===== config.mk =====
export PLATFORM = sky130hd
export DESIGN_NAME = cpu_run_ctrl
export DESIGN_NICKNAME = d
export VERILOG_FILES = /design/src/rtl/cpu_run_ctrl_pkg.sv /design/src/rtl/cpu_run_ctrl_sat_counter.sv /design/src/rtl/cpu_run_ctrl.sv
export SDC_FILE = /design/constraint.sdc
export NUM_CORES = 1
export LEC_CHECK = 0
export ABC_AREA = 1
export CORE_ASPECT_RATIO = 1.1
export CORE_MARGIN = 3
export CORE_UTILIZATION = 48
export DETAILED_ROUTE_END_ITERATION = 12
export GPL_TIMING_DRIVEN = 0
export HOLD_SLACK_MARGIN = 0.1
export MAX_ROUTING_LAYER = met4
export PLACE_DENSITY_LB_ADDON = 0.25
export SLEW_MARGIN = 20
export SYNTH_ARGS = -nofsm -noshare
export SYNTH_HDL_FRONTEND = slang
export SYNTH_SLANG_ARGS = --single-unit
export TNS_END_PERCENT = 30

===== constraint.sdc =====
create_clock -name i_clk -period 1.9 [get_ports i_clk]
set_input_delay 0.57 -clock i_clk [delete_from_list [all_inputs] [get_ports i_clk]]
set_output_delay 0.57 -clock i_clk [all_outputs]
set_load 0.01 [all_outputs]

===== src/rtl/cpu_run_ctrl_pkg.sv =====
// rtl/cpu_run_ctrl_pkg.sv - shared state and termination-reason encodings for the run controller
package cpu_run_ctrl_pkg;

  typedef enum logic [1:0] {
    IDLE  = 2'd0,
    RESET = 2'd1,
    RUN   = 2'd2,
    DONE  = 2'd3
  } state_t;

  typedef enum logic [1:0] {
    NONE    = 2'd0,
    HALT    = 2'd1,
    BREAK   = 2'd2,
    TIMEOUT = 2'd3
  } reason_t;

endpackage


===== src/rtl/cpu_run_ctrl_sat_counter.sv =====
// rtl/cpu_run_ctrl_sat_counter.sv - clearable up-counter that sticks at all-ones
module sat_counter #(
  parameter int W = 16
) (
  input  logic         i_clk,
  input  logic         i_rst,
  input  logic         i_clr,
  input  logic         i_inc,
  output logic [W-1:0] o_q
);

  logic [W-1:0] r_q;

  always_ff @(posedge i_clk) begin
    if (!i_rst || i_clr) begin
      r_q <= '0;
    end else if (i_inc && (r_q != '1)) begin
      r_q <= r_q + W'(1);
    end
  end

  assign o_q = r_q;

endmodule


===== src/rtl/cpu_run_ctrl.sv =====
// rtl/cpu_run_ctrl.sv - sequences cpu reset, times a run, ends it on halt/breakpoint/watchdog
module cpu_run_ctrl
  import cpu_run_ctrl_pkg::*;
#(
  parameter int ADDR_W     = 8,
  parameter int DATA_W     = 8,
  parameter int CNT_W      = 16,
  parameter int RST_CYCLES = 2,
  parameter int MAX_CYCLES = 1000
) (
  input  logic              i_clk,
  input  logic              i_rst,
  input  logic              i_start,
  input  logic              i_halt,
  input  logic              i_mem_wen,
  input  logic [ADDR_W-1:0] i_mem_address,
  input  logic [DATA_W-1:0] i_mem_data_in,
  input  logic              i_break_en,
  input  logic [ADDR_W-1:0] i_break_addr,
  output logic              o_cpu_rst,
  output logic              o_busy,
  output logic              o_done,
  output logic [1:0]        o_reason,
  output logic [CNT_W-1:0]  o_cycle_count,
  output logic [CNT_W-1:0]  o_wr_count,
  output logic [ADDR_W-1:0] o_last_wr_addr,
  output logic [DATA_W-1:0] o_last_wr_data
);

  localparam int                RC_W        = $clog2(RST_CYCLES + 1);
  localparam logic [RC_W-1:0]   LP_RST_LAST = RC_W'(RST_CYCLES - 1);
  localparam logic [CNT_W-1:0]  LP_WD_LAST  = CNT_W'(MAX_CYCLES - 1);

  state_t              r_state;
  state_t              w_next_state;
  reason_t             r_reason;
  reason_t             w_term_reason;
  logic [RC_W-1:0]     r_rst_cnt;
  logic                r_cpu_rst;
  logic                r_busy;
  logic                r_done;
  logic [ADDR_W-1:0]   r_last_wr_addr;
  logic [DATA_W-1:0]   r_last_wr_data;
  logic [CNT_W-1:0]    w_cycle_count;
  logic [CNT_W-1:0]    w_wr_count;
  logic                w_start_acc;
  logic                w_run;
  logic                w_wr;
  logic                w_brk;
  logic                w_tmo;

  assign w_run = (r_state == RUN);
  assign w_wr  = w_run && i_mem_wen;
  assign w_brk = i_break_en && i_mem_wen && (i_mem_address == i_break_addr);
  // Compared before the increment so the terminating cycle lands on exactly MAX_CYCLES.
  assign w_tmo = (MAX_CYCLES != 0) && (w_cycle_count == LP_WD_LAST);

  always_comb begin
    w_next_state  = r_state;
    w_term_reason = NONE;
    w_start_acc   = 1'b0;
    case (r_state)
      IDLE, DONE: begin
        if (i_start) begin
          w_next_state = RESET;
          w_start_acc  = 1'b1;
        end
      end
      RESET: begin
        if (r_rst_cnt == LP_RST_LAST) begin
          w_next_state = RUN;
        end
      end
      RUN: begin
        if (i_halt) begin
          w_term_reason = HALT;
        end else if (w_brk) begin
          w_term_reason = BREAK;
        end else if (w_tmo) begin
          w_term_reason = TIMEOUT;
        end
        if (w_term_reason != NONE) begin
          w_next_state = DONE;
        end
      end
      default: w_next_state = IDLE;
    endcase
  end

  always_ff @(posedge i_clk) begin
    if (!i_rst) begin
      r_state        <= IDLE;
      r_reason       <= NONE;
      r_rst_cnt      <= '0;
      r_cpu_rst      <= 1'b1;
      r_busy         <= 1'b0;
      r_done         <= 1'b0;
      r_last_wr_addr <= '0;
      r_last_wr_data <= '0;
    end else begin
      r_state   <= w_next_state;
      // Status flags are decoded from the next state so they change together with it.
      r_cpu_rst <= (w_next_state != RUN);
      r_busy    <= (w_next_state == RESET) || (w_next_state == RUN);
      r_done    <= (w_next_state == DONE);
      r_rst_cnt <= (r_state == RESET) ? r_rst_cnt + RC_W'(1) : '0;
      if (w_start_acc) begin
        r_reason <= NONE;
      end else if (w_run && (w_term_reason != NONE)) begin
        r_reason <= w_term_reason;
      end
      if (w_start_acc) begin
        r_last_wr_addr <= '0;
        r_last_wr_data <= '0;
      end else if (w_wr) begin
        r_last_wr_addr <= i_mem_address;
        r_last_wr_data <= i_mem_data_in;
      end
    end
  end

  sat_counter #(.W(CNT_W)) u_cycle_cnt (
    .i_clk (i_clk),
    .i_rst (i_rst),
    .i_clr (w_start_acc),
    .i_inc (w_run),
    .o_q   (w_cycle_count)
  );

  sat_counter #(.W(CNT_W)) u_wr_cnt (
    .i_clk (i_clk),
    .i_rst (i_rst),
    .i_clr (w_start_acc),
    .i_inc (w_wr),
    .o_q   (w_wr_count)
  );

  assign o_cpu_rst      = r_cpu_rst;
  assign o_busy         = r_busy;
  assign o_done         = r_done;
  assign o_reason       = r_reason;
  assign o_cycle_count  = w_cycle_count;
  assign o_wr_count     = w_wr_count;
  assign o_last_wr_addr = r_last_wr_addr;
  assign o_last_wr_data = r_last_wr_data;

endmodule

==> out/summary.txt <==
Clock Sinks: 57
Post-Synthesis Cells: 431
CP Cell Sequence: clkdlybuf4s50_1
Yosys warning count: 0
Fmax achieved: 537.3 MHz
Clock tree buffer depth: 2
Critical Path RT: 1330 ps
Ratio of cells with drive above 1 in the final layout: 16.11%
Clock latency on the worst-skew pair: 340 ps
Fin cells: 617
Top delay family on crit path: buffers and inverters
Chip width: 80.75 um
Max cap viols: 0
Gr usage total: 24.56%
Area grow syn2layout: 44.83%
Initial drt markers: 156
Tightest Pin Transition: 451.3 ps
HP Class: register to register
Gr ovfl total: 0
CTS Buf Count: 9
Antenna viol nets, final: 0
Critical Path AT: 1290 ps
TritonCTS clock tree: yes
Area of the multi-input gates: 0.001570 mm^2
Die ar.: 0.007124 mm^2
TritonRoute pass-1 iters: 6
Slowest cell delay on critical path: 560 ps
Leakage: 1.761 nW
Sum of negative setup slack: 0 ps
Pwr/cell area: 926.1 mW/mm^2
Worst Path Max Fanout: 6
Row count: 29
Clock period minus worst slack: 1861 ps
Rel. slew slack: 69.68%
Register area: 0.001156 mm^2
Wire per inst: 13.00 um
RSZ-0062 raised after global routing: true
Synthesized area per cell: 6.845 um^2
#FFs+latches synth: 57
Pin count of the biggest net entering global routing: 11
Slowest library cell on the worst path: clkdlybuf4s50_1
Area of the core: 0.005878 mm^2
Crit path capture type: primary output
Routed WL: 8.023 mm
ANT cells: 0
Clock tree root buffer cell: clkbuf_8
Placed Area: 0.003867 mm^2
Htree depth: 3
Design area: 0.004273 mm^2
Nets: 571
Slew Viols, Final: 0
Setup violators final: 0
Number of global-route vias before repair: 2965
CP Class: register to primary output
Fill count: 502
Fin util: 72.69%
Worst Setup Start Kind: register
Final period util: 97.96%
Status: complete, no violations
Worst Setup Slack, final: 38.85 ps
Placed cells: 590
Pre-CTS setup slack: -501.2 ps
Hold Fails Final Rpt: 0
First-pass GRT wire length: 13.23 mm
Post-synth EDFFs: 0
CTS Hold Bufs: 0
CP bufs+invs: 1
Setup Skew: 7.893 ps
Most frequent cells in the layout: nand2_1, clkdlybuf4s50_1, inv_1
Clock-pin slew on the worst setup and hold paths: 60 ps
Hold path cells: 1
Post-synth ARST share: 0%
Post-synthesis sequential area ratio: 38.68%
Commonest non-fill, non-tap cell in the layout: nand2_1
HPWL Detailed: 5.774 mm
Ports: 83
Routability cong.: 0.8787
Predominant post-synthesis flop cell: dfxtp_1
Die height: 88.23 um
Critical path depth: 1
Worst vdd ir: 0.0006496 V
FF-to-FF path depth: 11
Post-Syn Area: 0.002950 mm^2
Post-route DRC violation count: 0
Synth cell types: 37
Port buffer count: 82
R2R setup slack: 80 ps
Vias/cell: 5.159
Initial antenna violation count: 0
Starting Density: 50.19%
Via count: 3183
Mapped Nets: 467
## state kept, by name, indices dropped and copies added, names as in the netlist
name	count
o_last_wr_data	8
o_reason	2
o_done	1
r_rst_cnt	2
r_state	2
o_cpu_rst	1
o_busy	1
u_wr_cnt.o_q	16
u_cycle_cnt.o_q	16
o_last_wr_addr	8
## repair_timing
item                                    in CTS  in global routing
endpoints found under the setup margin      25                 33
gates resized for setup                     25                 33
buffers inserted                             8                  3
pin swaps                                    5                  7
## through the flow
stage | total power, W | hold WS [ps]
2_1_floorplan | 0.002142 | 407.3
3_3_place_gp | 0.002527 | 417.5
3_5_place_dp | 0.002586 | 432.7
4_1_cts | 0.003854 | 442.1
5_1_grt | 0.004177 | 459.9
6_report | 0.003957 | 438.6
## cell type report
class	instances	share of cell area, %
Clock buffer	12	3.865
Multi-Input combinational cell	297	36.75
Tap cell	77	2.255
Clock inverter	4	1.171
Timing Repair Buffer	93	21.52
Inverter	67	5.944
Buffer	10	1.435
Sequential cell	57	27.06
## synthesized netlist by cell type, types with 3 or more instances
| cell type | n | area (um^2) |
|---|---|---|
| a21oi_1 | 38 | 190.2 |
| a21oi_2 | 3 | 26.28 |
| clkbuf_1 | 4 | 15.01 |
| dfxtp_1 | 57 | 1141 |
| ha_1 | 6 | 75.07 |
| inv_1 | 64 | 240.2 |
| inv_2 | 3 | 11.26 |
| nand2_1 | 102 | 382.9 |
| nand2_2 | 5 | 31.28 |
| nand3_1 | 20 | 100.1 |
| nand4_1 | 3 | 18.77 |
| nor2_1 | 36 | 135.1 |
| nor3_1 | 25 | 125.1 |
| nor3b_1 | 3 | 22.52 |
| o21a_1 | 3 | 22.52 |
| o21ai_0 | 23 | 115.1 |
| xor2_1 | 9 | 78.83 |
## report_power, final
| group | leakage (nW) | internal [W] | switching, W | total [W] |
|---|---|---|---|---|
| registers | 0.467 | 0.00130 | 0.0000629 | 0.00137 |
| logic | 1.19 | 0.000560 | 0.000817 | 0.00138 |
| clock network | 0.105 | 0.000710 | 0.000505 | 0.00121 |
| total | 1.76 | 0.00257 | 0.00139 | 0.00396 |
## path summary, 6_finish.rpt
check	start	end
hold reg to reg	r_rst_cnt[0]	r_rst_cnt[0]
setup reg to reg	r_state[0]	u_wr_cnt.o_q[10]
hold / removal	r_rst_cnt[0]	r_rst_cnt[0]
setup / recovery	u_cycle_cnt.o_q[3]	o_cycle_count[3]
## layer usage
layer	vias to the layer above	global-route usage, %	part of all wire (%)
li1	1589	-	-
met1	1475	28.27	42
met2	106	42.32	51
met3	13	4.175	5.7
met4	0	9.985	1.6
met5	-	-	0
## cells by family (layout without fill, tap and decap cells)
| logic type | after synthesis | count (layout) | synth area share [%] |
|---|---|---|---|
| and+or+nand+nor | 207 | 207 | 31.55 |
| xor gates and xnor gates | 10 | 10 | 2.969 |
| buffers and inverters | 77 | 186 | 10.39 |
| DFF | 57 | 57 | 38.68 |
| adders and majority gates | 6 | 6 | 2.544 |
| AOI/OAI and AO/OA | 74 | 74 | 13.87 |
No activity file was read; power rests on OpenSTA's default activity.
